**config.mk**
```make
export PLATFORM = sky130hd
export DESIGN_NAME = mem_arbiter
export DESIGN_NICKNAME = d
export VERILOG_FILES = /design/src/rtl/mem_arb_pkg.sv /design/src/rtl/rr_select.sv /design/src/rtl/mem_arbiter.sv
export SDC_FILE = /design/constraint.sdc
export NUM_CORES = 1
export LEC_CHECK = 0
export BUFFER_PORTS_ARGS = -buffer_cell sky130_fd_sc_hd__clkbuf_2
export CORE_ASPECT_RATIO = 0.9
export CORE_MARGIN = 2
export CORE_UTILIZATION = 45
export CTS_BUF_LIST = sky130_fd_sc_hd__clkbuf_8
export DETAILED_ROUTE_END_ITERATION = 8
export HOLD_SLACK_MARGIN = 0.06
export MAX_ROUTING_LAYER = met4
export PLACE_DENSITY = 0.89
export SLEW_MARGIN = 20
export SYNTH_ARGS = -nofsm -noshare
export SYNTH_HDL_FRONTEND = slang
export SYNTH_HIERARCHICAL = 1
export SYNTH_SLANG_ARGS = --single-unit
```
**constraint.sdc**
```tcl
create_clock -name i_clk -period 2.8 [get_ports i_clk]
set_input_delay 0.14 -clock i_clk [delete_from_list [all_inputs] [get_ports i_clk]]
set_output_delay 0.14 -clock i_clk [all_outputs]
set_load 0.1 [all_outputs]
```
**src/rtl/mem_arb_pkg.sv**
```systemverilog
// Shared types and constants for the data-memory arbiter: FSM states,
// requester identifiers and default widths.
package mem_arb_pkg;

    localparam int ADDR_W_DEF = 8;
    localparam int DATA_W_DEF = 8;
    localparam int CONF_W_DEF = 8;

    localparam logic REQ_CPU = 1'b0;
    localparam logic REQ_DMA = 1'b1;

    typedef enum logic [1:0] {
        IDLE    = 2'd0,
        CPU_ACC = 2'd1,
        DMA_ACC = 2'd2
    } arb_state_t;

endpackage

```
**src/rtl/rr_select.sv**
```systemverilog
// Two-input round-robin picker: a lone eligible requester wins outright,
// a tie goes to whichever requester was not granted last.
import mem_arb_pkg::*;

module rr_select (
    input  logic i_elig_cpu,
    input  logic i_elig_dma,
    input  logic i_last_id,
    output logic o_grant_valid,
    output logic o_grant_id,
    output logic o_conflict
);

    always_comb begin
        o_grant_valid = i_elig_cpu | i_elig_dma;
        o_conflict    = i_elig_cpu & i_elig_dma;
        o_grant_id    = REQ_CPU;
        if (i_elig_cpu && i_elig_dma) begin
            o_grant_id = ~i_last_id;
        end else if (i_elig_dma) begin
            o_grant_id = REQ_DMA;
        end
    end

endmodule

```
**src/rtl/mem_arbiter.sv**
```systemverilog
// Shares one single-port data memory between the CPU and the DMA/loader
// port; registered memory command, registered read return, conflict counter.
import mem_arb_pkg::*;

module mem_arbiter #(
    parameter int ADDR_W = ADDR_W_DEF,
    parameter int DATA_W = DATA_W_DEF,
    parameter int CONF_W = CONF_W_DEF
) (
    input  logic              i_clk,
    input  logic              i_rst_n,
    // Handshake: a requester raises req with we/addr/wdata and holds them
    // stable until it sees its one-cycle gnt; the command is on the memory
    // bus during that gnt cycle, and a read's data returns with rvalid in
    // the following cycle. A requester whose gnt is high is not eligible.
    input  logic              i_cpu_req,
    input  logic              i_cpu_we,
    input  logic [ADDR_W-1:0] i_cpu_addr,
    input  logic [DATA_W-1:0] i_cpu_wdata,
    output logic              o_cpu_gnt,
    output logic [DATA_W-1:0] o_cpu_rdata,
    output logic              o_cpu_rvalid,
    input  logic              i_dma_req,
    input  logic              i_dma_we,
    input  logic [ADDR_W-1:0] i_dma_addr,
    input  logic [DATA_W-1:0] i_dma_wdata,
    output logic              o_dma_gnt,
    output logic [DATA_W-1:0] o_dma_rdata,
    output logic              o_dma_rvalid,
    output logic              o_mem_write,
    output logic              o_mem_load,
    output logic [ADDR_W-1:0] o_mem_addr,
    output logic [DATA_W-1:0] o_mem_wdata,
    input  logic [DATA_W-1:0] i_mem_rdata,
    output logic [CONF_W-1:0] o_conflicts,
    output logic [1:0]        o_dbg_state
);

    arb_state_t        r_state;
    arb_state_t        w_next_state;
    logic              r_last_id;
    logic              r_mem_we;
    logic [ADDR_W-1:0] r_mem_addr;
    logic [DATA_W-1:0] r_mem_wdata;
    logic [DATA_W-1:0] r_cpu_rdata;
    logic [DATA_W-1:0] r_dma_rdata;
    logic              r_cpu_rvalid;
    logic              r_dma_rvalid;
    logic [CONF_W-1:0] r_conflicts;

    logic w_cpu_gnt;
    logic w_dma_gnt;
    logic w_cpu_elig;
    logic w_dma_elig;
    logic w_grant_valid;
    logic w_grant_id;
    logic w_conflict;
    logic w_busy;

    assign w_cpu_gnt  = (r_state == CPU_ACC);
    assign w_dma_gnt  = (r_state == DMA_ACC);
    assign w_busy     = w_cpu_gnt | w_dma_gnt;
    assign w_cpu_elig = i_cpu_req & ~w_cpu_gnt;
    assign w_dma_elig = i_dma_req & ~w_dma_gnt;

    rr_select u_rr_select (
        .i_elig_cpu    (w_cpu_elig),
        .i_elig_dma    (w_dma_elig),
        .i_last_id     (r_last_id),
        .o_grant_valid (w_grant_valid),
        .o_grant_id    (w_grant_id),
        .o_conflict    (w_conflict)
    );

    always_ff @(posedge i_clk or negedge i_rst_n) begin
        if (!i_rst_n) begin
            r_state <= IDLE;
        end else begin
            r_state <= w_next_state;
        end
    end

    always_comb begin
        w_next_state = IDLE;
        if (w_grant_valid) begin
            w_next_state = (w_grant_id == REQ_CPU) ? CPU_ACC : DMA_ACC;
        end
    end

    always_ff @(posedge i_clk or negedge i_rst_n) begin
        if (!i_rst_n) begin
            r_last_id    <= REQ_DMA;
            r_mem_we     <= 1'b0;
            r_mem_addr   <= '0;
            r_mem_wdata  <= '0;
            r_cpu_rdata  <= '0;
            r_dma_rdata  <= '0;
            r_cpu_rvalid <= 1'b0;
            r_dma_rvalid <= 1'b0;
            r_conflicts  <= '0;
        end else begin
            // Read data is captured at the end of the access cycle itself,
            // since the memory read is combinational on mem_addr.
            r_cpu_rvalid <= w_cpu_gnt & ~r_mem_we;
            r_dma_rvalid <= w_dma_gnt & ~r_mem_we;
            if (w_cpu_gnt && !r_mem_we) begin
                r_cpu_rdata <= i_mem_rdata;
            end
            if (w_dma_gnt && !r_mem_we) begin
                r_dma_rdata <= i_mem_rdata;
            end

            if (w_grant_valid) begin
                r_last_id <= w_grant_id;
                if (w_grant_id == REQ_CPU) begin
                    r_mem_we    <= i_cpu_we;
                    r_mem_addr  <= i_cpu_addr;
                    r_mem_wdata <= i_cpu_wdata;
                end else begin
                    r_mem_we    <= i_dma_we;
                    r_mem_addr  <= i_dma_addr;
                    r_mem_wdata <= i_dma_wdata;
                end
            end

            if (w_conflict && (r_conflicts != {CONF_W{1'b1}})) begin
                r_conflicts <= r_conflicts + {{(CONF_W-1){1'b0}}, 1'b1};
            end
        end
    end

    assign o_cpu_gnt    = w_cpu_gnt;
    assign o_dma_gnt    = w_dma_gnt;
    assign o_cpu_rdata  = r_cpu_rdata;
    assign o_dma_rdata  = r_dma_rdata;
    assign o_cpu_rvalid = r_cpu_rvalid;
    assign o_dma_rvalid = r_dma_rvalid;
    assign o_mem_write  = w_busy & r_mem_we;
    assign o_mem_load   = w_busy & ~r_mem_we;
    assign o_mem_addr   = r_mem_addr;
    assign o_mem_wdata  = r_mem_wdata;
    assign o_conflicts  = r_conflicts;
    assign o_dbg_state  = r_state;

endmodule

```
After elaboration in Yosys (flattened, before gate mapping)
Cells that the tools add are included.

Bitwise logic cells: 13. Muxes and demuxes: 7. Reduce and logical (&&, ||, !) cells: 5. Eq/ne operators: 3. $add $sub $neg: 1.

Operators with widths (count): $mux 8 (2); $add 8x1->8 const B (1); $ne 8x8->1 const B (1); $and 1x1->1 (7); $logic_and 1x1->1 (4); $mux 2 (2); $not 1->1 (4); $mux 1 (3); $eq 2x1->1 const B (1); $eq 2x2->1 const B (1); $or 1x1->1 (2); $logic_not 1->1 (1).

Output and inout bits: 48. Register bits: 46. Bits of input ports: 46.

Logic depth before layout (Yosys ltp)
Gate-level depths: netlist of the first run.

Depth after elaboration: 7. Depth in mapped cells: 8.

Cells and area by module
The synthesis of the first run kept the hierarchy.

By module, submodules not included: mem_arbiter (seq. area each 1152.4 um2, instances 1, cells an instance 161, area an instance 1988.2 um2); rr_select (seq. area each 0.0 um2, instances 1, cells an instance 3, area an instance 25.0 um2).

Least setup slack after synthesis of the first run
No wires, ideal clock.

Kind: reg2reg. Start: register r_state[0], in the netlist o_dbg_state[0]. End: register r_conflicts[7], in the netlist o_conflicts[7]. Arrival: 2885 ps. Slack: -211 ps. Cell stages (with the launch flop): 7. Required time: 2674 ps. Buffers on the path: 0. Cell sequence: dfrtp_1 > ha_1 > nor2b_1 > and2_2 > and4_4 > nand3_2 > mux2_4.

Cells in the longest elaborated chain, start to end: 5. Elaborated cells between the ends (all ways): 8.

RTL lines: start: declaration (line mem_arbiter.sv:39) `arb_state_t r_state;`; start signal: assignment (line mem_arbiter.sv:79) `r_state <= w_next_state;`; $eq 2x1->1 (line mem_arbiter.sv:60) `assign w_cpu_gnt = (r_state == CPU_ACC);`; via o_cpu_gnt (line mem_arbiter.sv:20) `output logic o_cpu_gnt,`; $not 1->1 (line mem_arbiter.sv:63) `assign w_cpu_elig = i_cpu_req & ~w_cpu_gnt;`; $and 1x1->1 (line mem_arbiter.sv:63); via w_cpu_elig (line mem_arbiter.sv:53) `logic w_cpu_elig;`; $and 1x1->1 (line rr_select.sv:16) `o_conflict = i_elig_cpu & i_elig_dma;`; via w_conflict (line mem_arbiter.sv:57) `logic w_conflict;`; $logic_and 1x1->1 (line mem_arbiter.sv:126) `if (w_conflict && (r_conflicts != {CONF_W{1'b1}})) begin`; end signal: assignment (line mem_arbiter.sv:127) `r_conflicts <= r_conflicts + {{(CONF_W-1){1'b0}}, 1'b1};`; end: declaration (line mem_arbiter.sv:49) `logic [CONF_W-1:0] r_conflicts;`.

The timed path passes the listed nets, and every way through them passes these cells. A chain may end at the register's enable or synchronous reset.

Worst setup path in the final report of the first run
Start: register r_state[0], in the netlist o_dbg_state[0]. End: register r_conflicts[7], in the netlist o_conflicts[7].

Cells in the longest elaborated chain, start to end: 5. Elaborated cells between the ends (all ways): 8.

RTL lines (line): $eq 2x1->1 (mem_arbiter.sv:60); $not 1->1 (mem_arbiter.sv:63); $and 1x1->1 (mem_arbiter.sv:63); via w_cpu_elig (mem_arbiter.sv:53); $and 1x1->1 (rr_select.sv:16); via w_conflict (mem_arbiter.sv:57); $logic_and 1x1->1 (mem_arbiter.sv:126).

The timed path passes the listed nets, and every way through them passes these cells.

==> impl_metrics.ini, run 1 <==
[worst_setup_path]
slowest_stage = dfrtp_1
crit_path_start_kind = flip-flop
required_ns = 2.97
reg2reg_setup_slack_ns = 0.98
cp.arrival_ns = 1.99
cp_slowest_stage_delay_ns = 0.40
endpoint_kind = flip-flop
crit_chain = ha_2, nor2b_1, and2_2, and4_4, nand3_2, mux2_4
worstSetupPathType = reg2reg
cp_max_fo = 5

[yosys]
synth_cells = 164
netlist_area_mm2 = 0.00201
synth_seq_area_share_pct = 57.2
synth.distinct_cells = 30
ys_top_cells_by_area = dfrtp_1 (56%), mux2_2 (11%), mux2i_1 (8.5%), a21oi_1 (4.5%), nor2_1 (3.7%)
yosys.area.top_type = dfrtp_1
avgSynthCellArea_um2 = 12.3
ys_ff_latch = 46
ys_warn_count = 6
yosys.area.top_type_share_pct = 55.9
synth_nets = 213

[drt]
wl_per_cell_um = 12.9
via_count = 1561
drt_first_iter_violations = 50
drc = 0
vias_per_cell = 4.86
routed_wl_mm = 4.13
ant_nets = 0
drt_pass1_iterations = 4

[global_route]
grt_overflow = 0
gr-usage-all-layers_pct = 18.4
grt_pass1_wl_mm = 6.69
antenna_found_initial = 0
grt_max_degree = 47
grt_pass1_vias = 1417

[run_status]
status = finished clean

[clock_network]
post_cts_buffers = 0
cts_inserted_buffers = 5
cts_tree = done
cts_sinks = 46
h-tree-depth = 2
clock_latency_ns = 0.29
max-clock-path-buffers = 2
clk_pin_slew_ns = 0.08
root_buffer = clkbuf_8

[sta]
finalSetupTns_ns = 0
worstMarginPinSlew_ns = 0.726
rsz0062_at_grt = false
period_needed_ns = 1.82
hold_ws_ns = 0.0917
setup_viol = 0
drv_slew = 0
skew_ns = 0.00652
fin_crit_sh_pct = 64.9
fmax_ghz = 0.550
maxSlewHeadroom_pct = 51.5
hold_viol = 0

[finish]
layout-drive-gt1-share_pct = 51.0
fin_nets = 308
syn2layout_area_growth_pct = 32.4
stdcell_count = 321
final_cell_mix = clkbuf_2 (92), dfrtp_1 (45), nor2_1 (20)
final_common_cell = clkbuf_2
antenna_cells = 0

[place]
gp_congestion = 0.739
hpwl_mm = 3.08
port_buffers = 93
dp_cells = 313

[floorplanning]
chipHeight_um = 67.5
io_pins = 94
die_area_mm2 = 0.00503
die_w_um = 74.5
initial_core_util_pct = 46.0
num_rows = 23
core_mm2 = 0.00437

[flow_run]
drv_cap = 0

[worst_hold_path]
holdCritPathClass = in2reg
==> final cells by class <==
class | count | area (µm²)
clock inverters | 1 | 30.0
clock buffers | 6 | 82.6
fillers | 376 | 1710
repair buffers | 96 | 493
well taps | 62 | 77.6
inverters | 3 | 11.3
flip-flops and latches | 46 | 1150
multi-input cells | 107 | 818
==> cell usage after synthesis <==
cell type / count
dfrtp_1: 45
nor2_1: 20
mux2_2: 19
a21oi_1: 18
mux2i_1: 17
buf_2: 7
nor2b_1: 5
ha_1: 3
inv_1: 3
nand2_1: 3
nand2b_1: 2
nand3_2: 2
nand4_1: 2
xnor2_1: 2
a21boi_2: 1
a31oi_1: 1
and2_1: 1
and2_2: 1
and3_1: 1
and4_4: 1
clkbuf_1: 1
dfstp_2: 1
mux2_1: 1
mux2_4: 1
nand3_1: 1
o2111ai_1: 1
o211ai_1: 1
o21a_1: 1
o21ai_2: 1
or2_1: 1
==> repair_timing <==
| action | CTS | global route |
|---|---|---|
| resized for setup | 0 | 0 |
| endpoints found under the setup margin | 0 | 0 |
| hold endpoints to repair | 45 | 0 |
| hold buffers | 1 | 0 |
==> per-stage QoR <==
step                      utilization (%)  setup slack (ns)  area [µm²]
after floorplan                         -            0.0115        2020
after global placement               58.1              1.09        2540
after detailed placement             58.1              1.01        2540
after CTS                            60.9             0.987        2670
after global routing                 60.9             0.863        2670
final                                60.9             0.982        2670
==> kinds of logic (layout without fill, tap and decap cells) <==
| logic type | count (synthesis) | in the layout | synth area share (%) |
|---|---|---|---|
| compound gates | 24 | 24 | 6.96 |
| xor+xnor | 2 | 2 | 0.870 |
| fa+ha+maj | 3 | 3 | 1.86 |
| buf+inv | 11 | 106 | 2.49 |
| flops | 46 | 46 | 57.2 |
| mux | 38 | 38 | 20.4 |
| simple gates | 40 | 40 | 10.2 |
==> routing by layer <==
layer  share of wire (%)  up-vias  GRT usage [%]
met5                   0        -              -
met2                  45       73           27.0
met1                  46      720           23.9
met4                 1.4        0           7.59
li1                    -      761              -
met3                 7.4        7           5.37
==> worst max-delay path: cells and delay by family, from the launching register on <==
kind | cells | cell delay (ns)
AND/OR/NAND/NOR | 4 | 0.77
flip-flops | 1 | 0.40
multiplexers | 1 | 0.31
adder cells (fa/ha/maj) | 1 | 0.21
==> registers in the layout, summed over array words and instances (netlist names) <==
name,flops
o_dma_rvalid,1
o_dma_rdata,8
o_dbg_state,2
o_cpu_rvalid,1
o_cpu_rdata,8
r_last_id,1
r_mem_we,1
o_conflicts,8
o_mem_addr,8
o_mem_wdata,8
==> path summary, 6_finish.rpt <==
check,from,cells past startpoint,endpoint
worst max-delay path,o_dbg_state[0],6,o_conflicts[7]
max in group asynchronous,i_rst_n,2,o_dma_rdata[0]
worst max register to register,o_dbg_state[0],6,o_conflicts[7]
worst min-delay path,i_mem_rdata[7],2,o_cpu_rdata[7]
min in group asynchronous,i_rst_n,2,o_mem_addr[7]
worst min register to register,o_dma_rdata[3],1,o_dma_rdata[3]
Power of run 1 is left out: the tool's default activity adds up to more than one toggle a clock period on the data nets, which glitch-free logic cannot reach.
==> run 2, diff against run 1 <==
CORE_UTILIZATION = 43   (was 45)
clock period = 1.5 ns   (was 2.8 ns; I/O delays follow)
==> impl_metrics.ini, run 2 (synthesis results as in run 1) <==
[floorplanning]
chipHeight_um = 68.9
core_mm2 = 0.00449
io_pins = 94
num_rows = 23
die_w_um = 76.1
die_area_mm2 = 0.00525
initial_core_util_pct = 44.8

[sta]
setup_ws_ns = -0.232
fmax_ghz = 0.577
fin_crit_sh_pct = 115
hold_viol = 0
setup_viol = 36
maxSlewHeadroom_pct = 62.6
skew_ns = 0.0104
drv_slew = 0
worstMarginPinSlew_ns = 0.563
rsz0062_at_grt = true
period_needed_ns = 1.73

[worst_setup_path]
reg2reg_setup_slack_ns = -0.23
required_ns = 1.69
crit_path_start_kind = flip-flop
cp_max_fo = 10
rr_worst_depth = 8
rr_startpoint = o_dbg_state[1]
worstSetupPathType = reg2reg
cp.arrival_ns = 1.92
rr_endpoint = o_mem_wdata[5]
endpoint_kind = flip-flop

[clock_network]
h-tree-depth = 2
cts_tree = done
max-clock-path-buffers = 2
root_buffer = clkbuf_8
clock_latency_ns = 0.30
cts_sinks = 46
clk_pin_slew_ns = 0.09
cts_inserted_buffers = 5

[finish]
stdcell_count = 353
fin_nets = 339
syn2layout_area_growth_pct = 60.5
final_common_cell = clkbuf_2
fillers = 326
layout-drive-gt1-share_pct = 58.4
final_cell_mix = clkbuf_2 (89), dfrtp_1 (35), nor2_1 (19)
antenna_cells = 0

[worst_hold_path]
min_to = o_mem_wdata[7]
min_from = i_cpu_wdata[7]
hold_path_depth = 3
holdCritPathClass = in2reg

[place]
hpwl_mm = 3.40
port_buffers = 93
dp_cells = 324
gp_congestion = 0.799

[flow_run]
drv_cap = 0

[global_route]
grt_pass1_wl_mm = 7.76
gr-usage-all-layers_pct = 20.0
grt_pass1_vias = 1644
antenna_found_initial = 0
grt_max_degree = 37
grt_overflow = 0

[drt]
ant_nets = 0
wl_per_cell_um = 14.7
drt_pass1_iterations = 4
vias_per_cell = 4.93
drt_first_iter_violations = 72
drc = 0
routed_wl_mm = 5.19
via_count = 1742

[run_status]
violations = negative setup slack
status = finished with violations
## run 2: worst max path at each step
stage / startpoint / end / slack, ns / cells past startpoint
5_1_grt: o_dbg_state[1] / o_mem_wdata[5] / -0.31 / 8
3_3_place_gp: o_dbg_state[1] / o_conflicts[7] / -0.14 / 6
6_report: o_dbg_state[1] / o_mem_wdata[5] / -0.23 / 8
2_1_floorplan: o_dbg_state[0] / o_conflicts[7] / -0.55 / 7
4_1_cts: o_dbg_state[0] / o_conflicts[6] / -0.22 / 6
3_5_place_dp: o_dbg_state[1] / o_mem_wdata[6] / -0.19 / 8
## run 2: stage by stage
stage          setup TNS [ns]  cell area (µm²)  util (%)  hold WS, ns  worst slack, ns
2_1_floorplan          -14.86             2150         -       -0.221           -0.546
3_3_place_gp            -3.10             2810      62.6      0.00117           -0.139
3_5_place_dp            -4.52             2810      62.6      0.00629           -0.192
4_1_cts                 -5.54             3120      69.6       0.0613           -0.216
5_1_grt                 -8.33             3230      72.0       0.0836           -0.311
6_report                -5.93             3230      72.0       0.0580           -0.232
## run 2: worst max-delay path, stage by stage, from the launching register on
cell and delay (ns):
dfrtp_4 0.51, inv_2 0.08, ha_4 0.15, nor2b_4 0.04, buf_4 0.14, a21boi_4 0.20, buf_12 0.18, mux2i_1 0.22
a21oi_1 0.10
## run 2: layer usage
metal / part of all wire [%] / GRT usage (%) / up-vias
li1: - / - / 825
met1: 43 / 24.4 / 828
met2: 49 / 33.0 / 80
met3: 6.7 / 4.30 / 9
met4: 1.5 / 9.32 / 0
met5: 0 / - / -
## run 2: timing repair
item / 4_1_cts / 5_1_grt
gates resized for setup: 14 / 12
endpoints found under the setup margin: 42 / 38
pin swaps: 2 / 3
gates cloned: 2 / 2
hold buffers: 14 / 0
setup buffers: 4 / 2
endpoints found under the hold margin: 43 / 0
## run 2: cell type report
type / instances / area, µm² / area share (%)
flip-flops and latches: 46 / 1170 / 36.2
clock inverters: 2 / 12.5 / 0.387
multi-input cells: 108 / 978 / 30.3
repair buffers: 126 / 898 / 27.8
inverters: 3 / 11.3 / 0.349
well taps: 62 / 77.6 / 2.40
clock buffers: 6 / 82.6 / 2.56
Power of run 2 is left out for the same reason.
